--- src/rtl/krv_avalon_arbiter.sv ---
// krv_avalon_arbiter: shares one Avalon-MM master between an instruction and a data port.
// Data wins by default; a saturating starvation counter forces an instruction grant.
module krv_avalon_arbiter #(
  parameter int ADDR_W     = 32,
  parameter int STARVE_MAX = 4
) (
  input  logic              clock,
  input  logic              reset,
  input  logic              imem_read,
  input  logic [ADDR_W-1:0] imem_addr,
  output logic [31:0]       imem_readdata,
  output logic              imem_ack,
  input  logic              dmem_read,
  input  logic              dmem_write,
  input  logic [ADDR_W-1:0] dmem_addr,
  input  logic [31:0]       dmem_writedata,
  input  logic [3:0]        dmem_byteenable,
  output logic [31:0]       dmem_readdata,
  output logic              dmem_ack,
  output logic [ADDR_W-1:0] avm_address,
  output logic              avm_read,
  output logic              avm_write,
  output logic [31:0]       avm_writedata,
  output logic [3:0]        avm_byteenable,
  input  logic [31:0]       avm_readdata,
  input  logic              avm_waitrequest,
  output logic              cpu_waitrequest
);

  // Handshake: a requester holds read/write until its one-cycle ack; the master side
  // holds every avm_* output stable while avm_waitrequest is high.
  typedef enum logic [1:0] {IDLE, BUS_I, BUS_D, RESP} state_e;

  localparam logic [3:0] STARVE_LIM = 4'(STARVE_MAX);

  state_e            state_q;
  logic [3:0]        starve_cnt_q;
  logic [3:0]        starve_cnt_d;
  logic [ADDR_W-1:0] avm_address_q;
  logic              avm_read_q;
  logic              avm_write_q;
  logic [31:0]       avm_writedata_q;
  logic [3:0]        avm_byteenable_q;
  logic [31:0]       imem_readdata_q;
  logic [31:0]       dmem_readdata_q;
  logic              imem_ack_q;
  logic              dmem_ack_q;

  logic dmem_req;
  logic dmem_wins;
  logic imem_wins;

  assign dmem_req  = dmem_read | dmem_write;
  assign dmem_wins = dmem_req & ~(imem_read & (starve_cnt_q == STARVE_LIM));
  assign imem_wins = imem_read & ~dmem_wins;

  // Counts data grants taken while the instruction port was waiting.
  always_comb begin
    starve_cnt_d = starve_cnt_q;
    if (imem_wins) begin
      starve_cnt_d = '0;
    end else if (dmem_wins && imem_read && (starve_cnt_q != STARVE_LIM)) begin
      starve_cnt_d = starve_cnt_q + 4'd1;
    end
  end

  always_ff @(posedge clock or posedge reset) begin
    if (reset) begin
      state_q          <= IDLE;
      starve_cnt_q     <= '0;
      avm_address_q    <= '0;
      avm_read_q       <= 1'b0;
      avm_write_q      <= 1'b0;
      avm_writedata_q  <= '0;
      avm_byteenable_q <= '0;
      imem_readdata_q  <= '0;
      dmem_readdata_q  <= '0;
      imem_ack_q       <= 1'b0;
      dmem_ack_q       <= 1'b0;
    end else begin
      case (state_q)
        IDLE: begin
          imem_ack_q   <= 1'b0;
          dmem_ack_q   <= 1'b0;
          starve_cnt_q <= starve_cnt_d;
          if (dmem_wins) begin
            // A simultaneous read+write is carried out as a write.
            state_q          <= BUS_D;
            avm_address_q    <= dmem_addr;
            avm_write_q      <= dmem_write;
            avm_read_q       <= ~dmem_write;
            avm_writedata_q  <= dmem_write ? dmem_writedata : 32'h0;
            avm_byteenable_q <= dmem_byteenable;
          end else if (imem_wins) begin
            state_q          <= BUS_I;
            avm_address_q    <= imem_addr;
            avm_write_q      <= 1'b0;
            avm_read_q       <= 1'b1;
            avm_writedata_q  <= 32'h0;
            avm_byteenable_q <= 4'hF;
          end
        end
        BUS_I, BUS_D: begin
          if (!avm_waitrequest) begin
            avm_read_q  <= 1'b0;
            avm_write_q <= 1'b0;
            state_q     <= RESP;
            if (state_q == BUS_I) begin
              imem_readdata_q <= avm_readdata;
              imem_ack_q      <= 1'b1;
            end else begin
              if (avm_read_q) begin
                dmem_readdata_q <= avm_readdata;
              end
              dmem_ack_q <= 1'b1;
            end
          end
        end
        RESP: begin
          imem_ack_q <= 1'b0;
          dmem_ack_q <= 1'b0;
          state_q    <= IDLE;
        end
        default: begin
          state_q <= IDLE;
        end
      endcase
    end
  end

  assign avm_address     = avm_address_q;
  assign avm_read        = avm_read_q;
  assign avm_write       = avm_write_q;
  assign avm_writedata   = avm_writedata_q;
  assign avm_byteenable  = avm_byteenable_q;
  assign imem_readdata   = imem_readdata_q;
  assign dmem_readdata   = dmem_readdata_q;
  assign imem_ack        = imem_ack_q;
  assign dmem_ack        = dmem_ack_q;
  assign cpu_waitrequest = (imem_read | dmem_read | dmem_write) & ~(imem_ack_q | dmem_ack_q);

endmodule

--- config.mk ---
export PLATFORM = sky130hd
export DESIGN_NAME = krv_avalon_arbiter
export DESIGN_NICKNAME = d
export VERILOG_FILES = /design/src/rtl/krv_avalon_arbiter.sv
export SDC_FILE = /design/constraint.sdc
export NUM_CORES = 1
export LEC_CHECK = 0
export ABC_AREA = 1
export ABC_CLOCK_PERIOD_IN_PS = 5950
export CAP_MARGIN = 20
export CORE_ASPECT_RATIO = 0.5
export CORE_MARGIN = 2
export CORE_UTILIZATION = 42
export DETAILED_ROUTE_END_ITERATION = 10
export PLACE_DENSITY = 0.8
export SYNTH_ARGS = -nofsm -noshare
export SYNTH_HDL_FRONTEND = slang
export SYNTH_SLANG_ARGS = --single-unit
--- constraint.sdc ---
create_clock -name clock -period 5.95 [get_ports clock]
set_input_delay 1.19 -clock clock [delete_from_list [all_inputs] [get_ports clock]]
set_output_delay 1.19 -clock clock [all_outputs]
set_load 0.01 [all_outputs]
==> results of run 1 <==
==> state kept, by name, indices dropped and copies added, names as in the netlist <==
| name | flops |
|---|---|
| avm_address | 32 |
| avm_writedata | 32 |
| dmem_readdata | 32 |
| imem_readdata | 32 |
| avm_byteenable | 4 |
| starve_cnt_q | 4 |
| state_q | 2 |
| avm_read | 1 |
| avm_write | 1 |
| dmem_ack | 1 |
| imem_ack | 1 |
==> worst reg2reg max path: stages, from the launching register on <==
cell and delay [ps]:
dfrtp_1 400, inv_1 110, ha_1 150, buf_4 340, inv_2 90, a21oi_4 790
inv_2 370, buf_12 290, nand2_1 120, nand2_1 60
==> cells in the mapped netlist (all sizes together) <==
cell / instances / share of area [%]
nand2: 262 / 16
dfrtp: 142 / 57
inv: 112 / 6.7
nand3: 71 / 5.7
o21ai: 71 / 5.7
nand4: 32 / 3.2
buf: 28 / 2.6
clkbuf: 19 / 1.1
nor2: 10 / 0.60
ha: 6 / 1.2
a21oi: 5 / 0.58
or2: 2 / 0.20
a211oi: 1 / 0.12
==> layout make-up <==
class | instances | area, um2
multi-input combinational | 460 | 2070
sequential | 142 | 3550
tap | 198 | 248
inverter | 112 | 425
clock buffer | 18 | 439
timing repair buffer | 282 | 2850
clock inverter | 13 | 153
fill | 1201 | 4810
==> power by group <==
part | internal, uW | switching (uW)
clock network | 637 | 435
registers | 1430 | 261
logic | 1130 | 1090
==> kinds of logic (layout without fill, tap and decap cells) <==
logic type / count (synthesis) / after routing
and+or+nand+nor: 377 / 377
buffers and inverters: 159 / 425
DFF: 142 / 142
AOI/OAI and AO/OA: 77 / 77
adders and majority gates: 6 / 6
==> per-stage QoR <==
stage,instance area [um2],total power (uW),worst slack [ps]
final,9740,4980,1840
after CTS,9720,5030,1850
after global routing,9740,5330,1750
after global placement,9080,3830,1790
after floorplan,6270,2700,950
after detailed placement,9130,3930,1860
==> path summary, 6_finish.rpt <==
| path | start | slack [ps] | depth (start not counted) | to |
|---|---|---|---|---|
| max in group asynchronous | reset | 3520 | 3 | dmem_readdata[3] |
| max reg2reg | state_q[0] | 3100 | 9 | avm_byteenable[0] |
| min | avm_writedata[7] | 470 | 2 | avm_writedata[7] |
| min in group asynchronous | reset | 1340 | 2 | avm_byteenable[0] |
| max | dmem_write | 1840 | 5 | cpu_waitrequest |
| min reg2reg | avm_writedata[7] | 470 | 2 | avm_writedata[7] |
==> layer usage <==
metal  GRT usage (%)  vias up  wire, um
li1                -     2875         -
met1            26.7     2786      7180
met2            42.4      155      9370
met3            5.01       37       915
met4            9.37        0       562
met5               0        -         0
==> impl_metrics.csv, run 1 <==
group,metric,value,unit
route,wirelength,18.0,mm
grt,gr-total-overflow,0,
worst_setup_path,endpoint_kind,"primary output",
status,status,"finished clean",
route,viasPerCell,4.78,
worst_setup_path,crit_chain,"clkdlybuf4s50_1 -> buf_4 -> inv_2 -> a211oi_1 -> clkdlybuf4s50_1",
route,drc,0,
cts,ctsHoldBuffers,0,
grt,grt_antenna_before_repair,0,
cts,cts_tree,"done",
sta,slew_headroom,30.1,%
route,firstDrtPassIters,5,
synth,yosys.area_share.adder,1.20,%
flow_run,cap_violations,0,
cts,clock_sink_count,142,
floorplanning,pin_count,275,
place,port_buffers,274,
worst_setup_path,crit_path_start_kind,"input pin",
synth,yosysUniqueCellTypes,20,
cells_and_area,instances_no_fill,1225,
grt,grt_max_degree,100,
route,wl_per_cell,14.7,um
cells_and_area,drive_gt1_share,4.67,%
floorplanning,core_area,14500,um2
synth,ys_seq_area_share,56.6,%
sta,setup-tns-final,0,ps
cts,cts-root-buf,"clkbuf_16",
cells_and_area,layout_common_cells,"274 x clkdlybuf4s50_1, 260 x nand2_1, 142 x dfrtp_1",
power_and_ir_drop,p_leak,0.00488,uW
synth,synth.mux.area_fraction,0,%
grt,grt_usage,23.3,%
sta,hold_slack,470,ps
power_and_ir_drop,p_per_area,512,nW/um2
worst_setup_path,worst-path-buf-inv,4,
sta,final_hold_viol_count,0,
synth,syn_avg_cell_area,8.24,um2
sta,setup_viol,0,
worst_setup_path,cp_common_cell,"clkdlybuf4s50_1",
worst_setup_path,cp.required,4760,ps
route,drt_iter0_markers,287,
worst_setup_path,path_max_fanout,36,
route,antenna_left,0,
floorplanning,start_util,43.1,%
synth,synth_compound_area_share,6.36,%
synth,synth_xor_xnor_area_share,0,%
route,vias,5853,
worst_setup_path,path_class,"in -> out",
cells_and_area,fin_util,67.0,%
cts,numCtsBuffers,17,
sta,timing.fmax,244,MHz
synth,netlist_area,6270,um2
floorplanning,die-area,16000,um2
cts,clk_pin_slew,60,ps
power_and_ir_drop,ir_drop,284,uV
sta,final_max_slew_viol_count,0,
synth,synthCells,761,
synth,ys_warn_count,0,
cts,insertion_delay,410,ps
cts,cts_resized,0,
grt,grt_pass1_vias,6024,
floorplanning,die_h,90.4,um
floorplanning,die_w,177,um
hold_path,hold_class,"reg -> reg",
grt,grt_pass1_wl,29.8,mm
worst_setup_path,crit_family,"buffers and inverters",
sta,period_share,69.0,%
sta,skew,11.2,ps
cts,cts.path.max_buffers,2,
cells_and_area,diodes,0,
sta,rsz0062_at_grt,"false",
floorplanning,row_count,31,
cts,postCtsSetupBuffers,0,
cells_and_area,nets,1159,
sta,period_needed,4110,ps
synth,yosys.area_share.simple,25.4,%
place,place.gp.congestion,0.782,
cts,htree_num_levels,4,
cells_and_area,area_growth,55.2,%
synth,postSynthNetCount,905,
synth,synth_top_family_by_area,"simple AND/OR/NAND/NOR gates",
worst_setup_path,slowest_delay,570,ps
place,hpwlAfterDp,12.3,mm
worst_setup_path,crit_arrival,2920,ps
place,dp_cells,1193,
sta,worstMarginPinSlew,1050,ps
synth,synth_seq_cells,142,
cells_and_area,final_common_cell,"clkdlybuf4s50_1",
worst_setup_path,crit_slowest_cell,"clkdlybuf4s50_1",
(Power assumes the default switching activity.)
==> inputs of run 2 (changes only) <==
Settings changed: ABC_CLOCK_PERIOD_IN_PS 5950 to 3950.
Clock period 5.95 ns to 3.95 ns, I/O delays scaled along.
==> impl_metrics.csv, run 2 (synthesis results as in run 1) <==
group,metric,value,unit
status,status,"finished clean",
cells_and_area,regArea,3550,um2
worst_setup_path,cp.required,3160,ps
place,hpwlAfterDp,12.3,mm
sta,period_needed,2990,ps
worst_setup_path,crit_path_start_kind,"input pin",
route,wl_per_cell,14.9,um
worst_setup_path,slowest_delay,590,ps
route,firstDrtPassIters,5,
place,port_buffers,274,
cts,postCtsSetupBuffers,0,
floorplanning,die_w,177,um
worst_setup_path,rrSetupSlack,1730,ps
worst_setup_path,endpoint_kind,"primary output",
power_and_ir_drop,p_clk_share,21.0,%
place,dpl_cell_area,9110,um2
cts,ctsHoldBuffers,0,
worst_setup_path,worstReg2RegStart,"state_q[0]",
sta,worstMarginPinSlew,1040,ps
power_and_ir_drop,power,7450,uW
place,place.gp.congestion,0.800,
worst_setup_path,path_max_fanout,3,
worst_setup_path,path_class,"in -> out",
worst_setup_path,cp_common_cell,"clkdlybuf4s50_1",
sta,final_max_slew_viol_count,0,
floorplanning,core_area,14500,um2
cells_and_area,fill_cells,1171,
cts,cts-root-buf,"clkbuf_16",
cells_and_area,drive_gt1_share,4.95,%
worst_setup_path,crit_slowest_cell,"clkdlybuf4s50_1",
sta,setup-tns-final,0,ps
grt,gr-total-overflow,0,
hold_path,min_from,"avm_writedata[24]",
worst_setup_path,crit_chain,"clkdlybuf4s50_1 -> nor2_1 -> a211oi_1 -> clkdlybuf4s50_1",
cells_and_area,area_growth,54.9,%
sta,skew,14.5,ps
power_and_ir_drop,pwr-share-seq,34.2,%
floorplanning,die_h,90.4,um
sta,rsz0062_at_grt,"false",
power_and_ir_drop,p_per_area,767,nW/um2
cts,numCtsBuffers,17,
floorplanning,die-area,16000,um2
cells_and_area,multi_input_area,2070,um2
cells_and_area,postLayoutCellArea,9720,um2
cells_and_area,nets,1161,
sta,final_hold_viol_count,0,
cts,clock_sink_count,142,
route,wirelength,18.3,mm
power_and_ir_drop,switching_share,37.0,%
cells_and_area,diodes,0,
cts,cts_tree,"done",
worst_setup_path,startpoint,"imem_read",
route,drt_iter0_markers,251,
cells_and_area,final_common_cell,"clkdlybuf4s50_1",
power_and_ir_drop,comb_power_share,44.8,%
grt,grt_usage,23.5,%
sta,setup_viol,0,
grt,grt_max_degree,78,
floorplanning,start_util,43.1,%
cts,clk_pin_slew,60,ps
cells_and_area,layout_common_cells,"274 x clkdlybuf4s50_1, 260 x nand2_1, 142 x dfrtp_1",
route,viasPerCell,4.80,
floorplanning,pin_count,275,
sta,slew_headroom,30.5,%
hold_path,hold_class,"reg -> reg",
route,drc,0,
power_and_ir_drop,ir_drop,386,uV
cts,cts.path.max_buffers,2,
route,vias,5892,
worst_setup_path,crit_arrival,2200,ps
route,antenna_left,0,
flow_run,cap_violations,0,
cts,insertion_delay,410,ps
sta,period_share,75.7,%
cts,cts_resized,0,
grt,grt_pass1_wl,30.0,mm
sta,timing.fmax,335,MHz
floorplanning,row_count,31,
power_and_ir_drop,p_leak,0.00487,uW
grt,grt_antenna_before_repair,0,
cts,htree_num_levels,4,
power_and_ir_drop,switchingPower,2760,uW
grt,grt_pass1_vias,6076,
power_and_ir_drop,power.internal,4690,uW
## run 2: cell types whose count changed in the layout (fill, tap and decap cells not counted), sizes merged
cell	delta
buf	+2
bufinv	-2
inv	+3
## run 2: per-stage QoR
| stage | cells | utilization, % | setup WS (ps) | hold slack [ps] |
|---|---|---|---|---|
| 5_1_grt | 1228 | 66.8 | 910 | 494 |
| 2_1_floorplan | 761 | - | 1380 | 474 |
| 3_5_place_dp | 1195 | 62.6 | 944 | 458 |
| 6_report | 1228 | 66.8 | 961 | 469 |
| 4_1_cts | 1227 | 66.6 | 962 | 473 |
| 3_3_place_gp | 1195 | 62.6 | 989 | 452 |
## run 2: final timing paths
check,to,cells past startpoint
min in group asynchronous,avm_writedata[22],3
hold reg to reg,avm_writedata[24],2
setup / recovery,cpu_waitrequest,4
hold / removal,avm_writedata[24],2
max in group asynchronous,dmem_readdata[15],3
setup reg to reg,avm_writedata[25],9
## run 2: power by group through the flow
stage,sequential [uW],combinational [uW],clock [uW]
after floorplan,2820,1240,0
after global placement,2530,3270,0
after detailed placement,2550,3350,0
after CTS,2540,3370,1600
after global routing,2630,3660,1670
final,2550,3330,1570
## run 2: cell type report
class	instances	share of cell area [%]
Clock inverter	14	1.44
Inverter	112	4.37
Timing Repair Buffer	284	29.2
Multi-Input combinational cell	460	21.3
Clock buffer	18	4.52
Sequential cell	142	36.6
Tap cell	198	2.55
## run 2: per-layer routing
metal	track usage (%)	wire, um
met5	0	0
met1	26.9	7440
met2	41.6	9190
met3	4.92	897
met4	11.6	749
## run 2: critical path: cells and delay by family
kind | cells | cell delay, ps
AO/OA/AOI/OAI | 1 | 210
AND/OR/NAND/NOR | 1 | 100
buffers and inverters | 2 | 1090
==> inputs of run 3 (changes only) <==
Settings changed: ABC_CLOCK_PERIOD_IN_PS 3950 to 2600, CORE_UTILIZATION 42 to 38, PLACE_DENSITY 0.8 to 0.76.
Clock period 3.95 ns to 2.6 ns, I/O delays scaled along.
==> impl_metrics.csv, run 3 (synthesis results as in run 1) <==
group,metric,value,unit
power_and_ir_drop,p_clk_share,23.5,%
worst_setup_path,path_class,"in -> out",
sta,setup_viol,0,
worst_setup_path,cp_common_cell,"clkdlybuf4s50_1",
sta,worstMarginPinSlew,618,ps
power_and_ir_drop,switchingPower,4070,uW
worst_setup_path,crit_chain,"clkdlybuf4s50_1 -> nor2_1 -> a211oi_1 -> clkdlybuf4s50_1",
cells_and_area,layout_common_cells,"274 x clkdlybuf4s50_1, 260 x nand2_1, 142 x dfrtp_1",
route,firstDrtPassIters,4,
sta,timing.fmax,409,MHz
sta,hold_slack,469,ps
cells_and_area,area_growth,57.5,%
grt,grt_pass1_vias,5810,
worst_setup_path,cp.required,2080,ps
status,status,"finished clean",
sta,period_needed,2440,ps
route,antenna_left,0,
floorplanning,die_w,186,um
cts,cts.path.max_buffers,2,
sta,skew,8.64,ps
cts,cts_tree,"done",
cells_and_area,drive_gt1_share,5.03,%
grt,grt_usage,21.0,%
route,viasPerCell,4.66,
cts,htree_num_levels,4,
grt,grt_pass1_wl,29.0,mm
route,vias,5866,
cts,insertion_delay,410,ps
power_and_ir_drop,comb_power_share,43.7,%
place,hpwlAfterDp,12.8,mm
worst_setup_path,path_max_fanout,3,
worst_setup_path,slowest_delay,580,ps
power_and_ir_drop,p_leak,0.00493,uW
sta,period_share,94.0,%
hold_path,hold_class,"reg -> reg",
floorplanning,die-area,17600,um2
cts,cts-root-buf,"clkbuf_16",
route,drt_iter0_markers,337,
sta,rsz0062_at_grt,"false",
cts,clk_pin_slew,60,ps
cts,numCtsBuffers,17,
cells_and_area,final_common_cell,"clkdlybuf4s50_1",
floorplanning,die_h,94.9,um
place,place.gp.congestion,0.748,
floorplanning,core_area,16300,um2
worst_setup_path,endpoint_kind,"primary output",
grt,grt_antenna_before_repair,0,
power_and_ir_drop,p_per_area,1190,nW/um2
power_and_ir_drop,ir_drop,559,uV
sta,setup-tns-final,0,ps
floorplanning,start_util,38.6,%
route,wl_per_cell,14.6,um
sta,final_hold_viol_count,0,
cts,cts_resized,0,
place,port_buffers,274,
power_and_ir_drop,power.internal,7670,uW
route,wirelength,18.5,mm
cts,clock_sink_count,142,
floorplanning,row_count,33,
cells_and_area,nets,1164,
grt,gr-total-overflow,0,
cts,ctsHoldBuffers,0,
grt,grt_max_degree,94,
floorplanning,pin_count,275,
power_and_ir_drop,pwr-share-seq,32.8,%
worst_setup_path,crit_arrival,1920,ps
worst_setup_path,crit_path_start_kind,"input pin",
cells_and_area,diodes,0,
power_and_ir_drop,switching_share,34.7,%
sta,slew_headroom,58.8,%
worst_setup_path,crit_slowest_cell,"clkdlybuf4s50_1",
sta,final_max_slew_viol_count,0,
cts,postCtsSetupBuffers,0,
flow_run,cap_violations,0,
route,drc,0,
## run 3: worst paths after layout
kind,start,end,slack [ps],cells past startpoint
max,imem_read,cpu_waitrequest,160,4
min,avm_writedata[22],avm_writedata[22],470,2
max reg2reg,state_q[1],starve_cnt_q[2],680,9
min reg2reg,avm_writedata[22],avm_writedata[22],470,2
max in group asynchronous,reset,imem_readdata[9],1480,3
min in group asynchronous,reset,avm_writedata[24],580,3
## run 3: cell type report
cell class	count	area, um2
fillers	1456	6390
flip-flops and latches	142	3550
repair buffers	287	2880
multi-input cells	460	2070
clock buffers	19	433
inverters	112	424
well taps	227	284
clock inverters	13	236
## run 3: power groups by stage
stage / sequential (uW) / clock, uW / combinational, uW
after CTS: 3850 / 2810 / 5190
after global placement: 3830 / 0 / 5060
after detailed placement: 3860 / 0 / 5180
final: 3850 / 2760 / 5130
after floorplan: 4290 / 0 / 1890
after global routing: 3980 / 2910 / 5640
## run 3: metrics by stage
step / instances / util (%) / instance area, um2 / total power [uW] / worst slack (ps)
after detailed placement: 1228 / 56.6 / 9210 / 9040 / 159
final: 1260 / 60.7 / 9880 / 11700 / 155
after global routing: 1260 / 60.7 / 9880 / 12500 / 74.6
after floorplan: 761 / - / 6280 / 6180 / 303
after global placement: 1228 / 56.6 / 9210 / 8890 / 183
after CTS: 1260 / 60.7 / 9880 / 11900 / 155
## run 3: layer usage
layer | track usage [%] | part of all wire [%]
met2 | 37.8 | 51
met1 | 24.5 | 41
met4 | 7.68 | 2.9
met5 | 0 | 0
met3 | 5.48 | 5.1
## run 3: critical path, delay by kind of cell
kind,cells,cell delay [ps]
AO/OA/AOI/OAI,1,220
buffers and inverters,2,1080
AND/OR/NAND/NOR,1,100
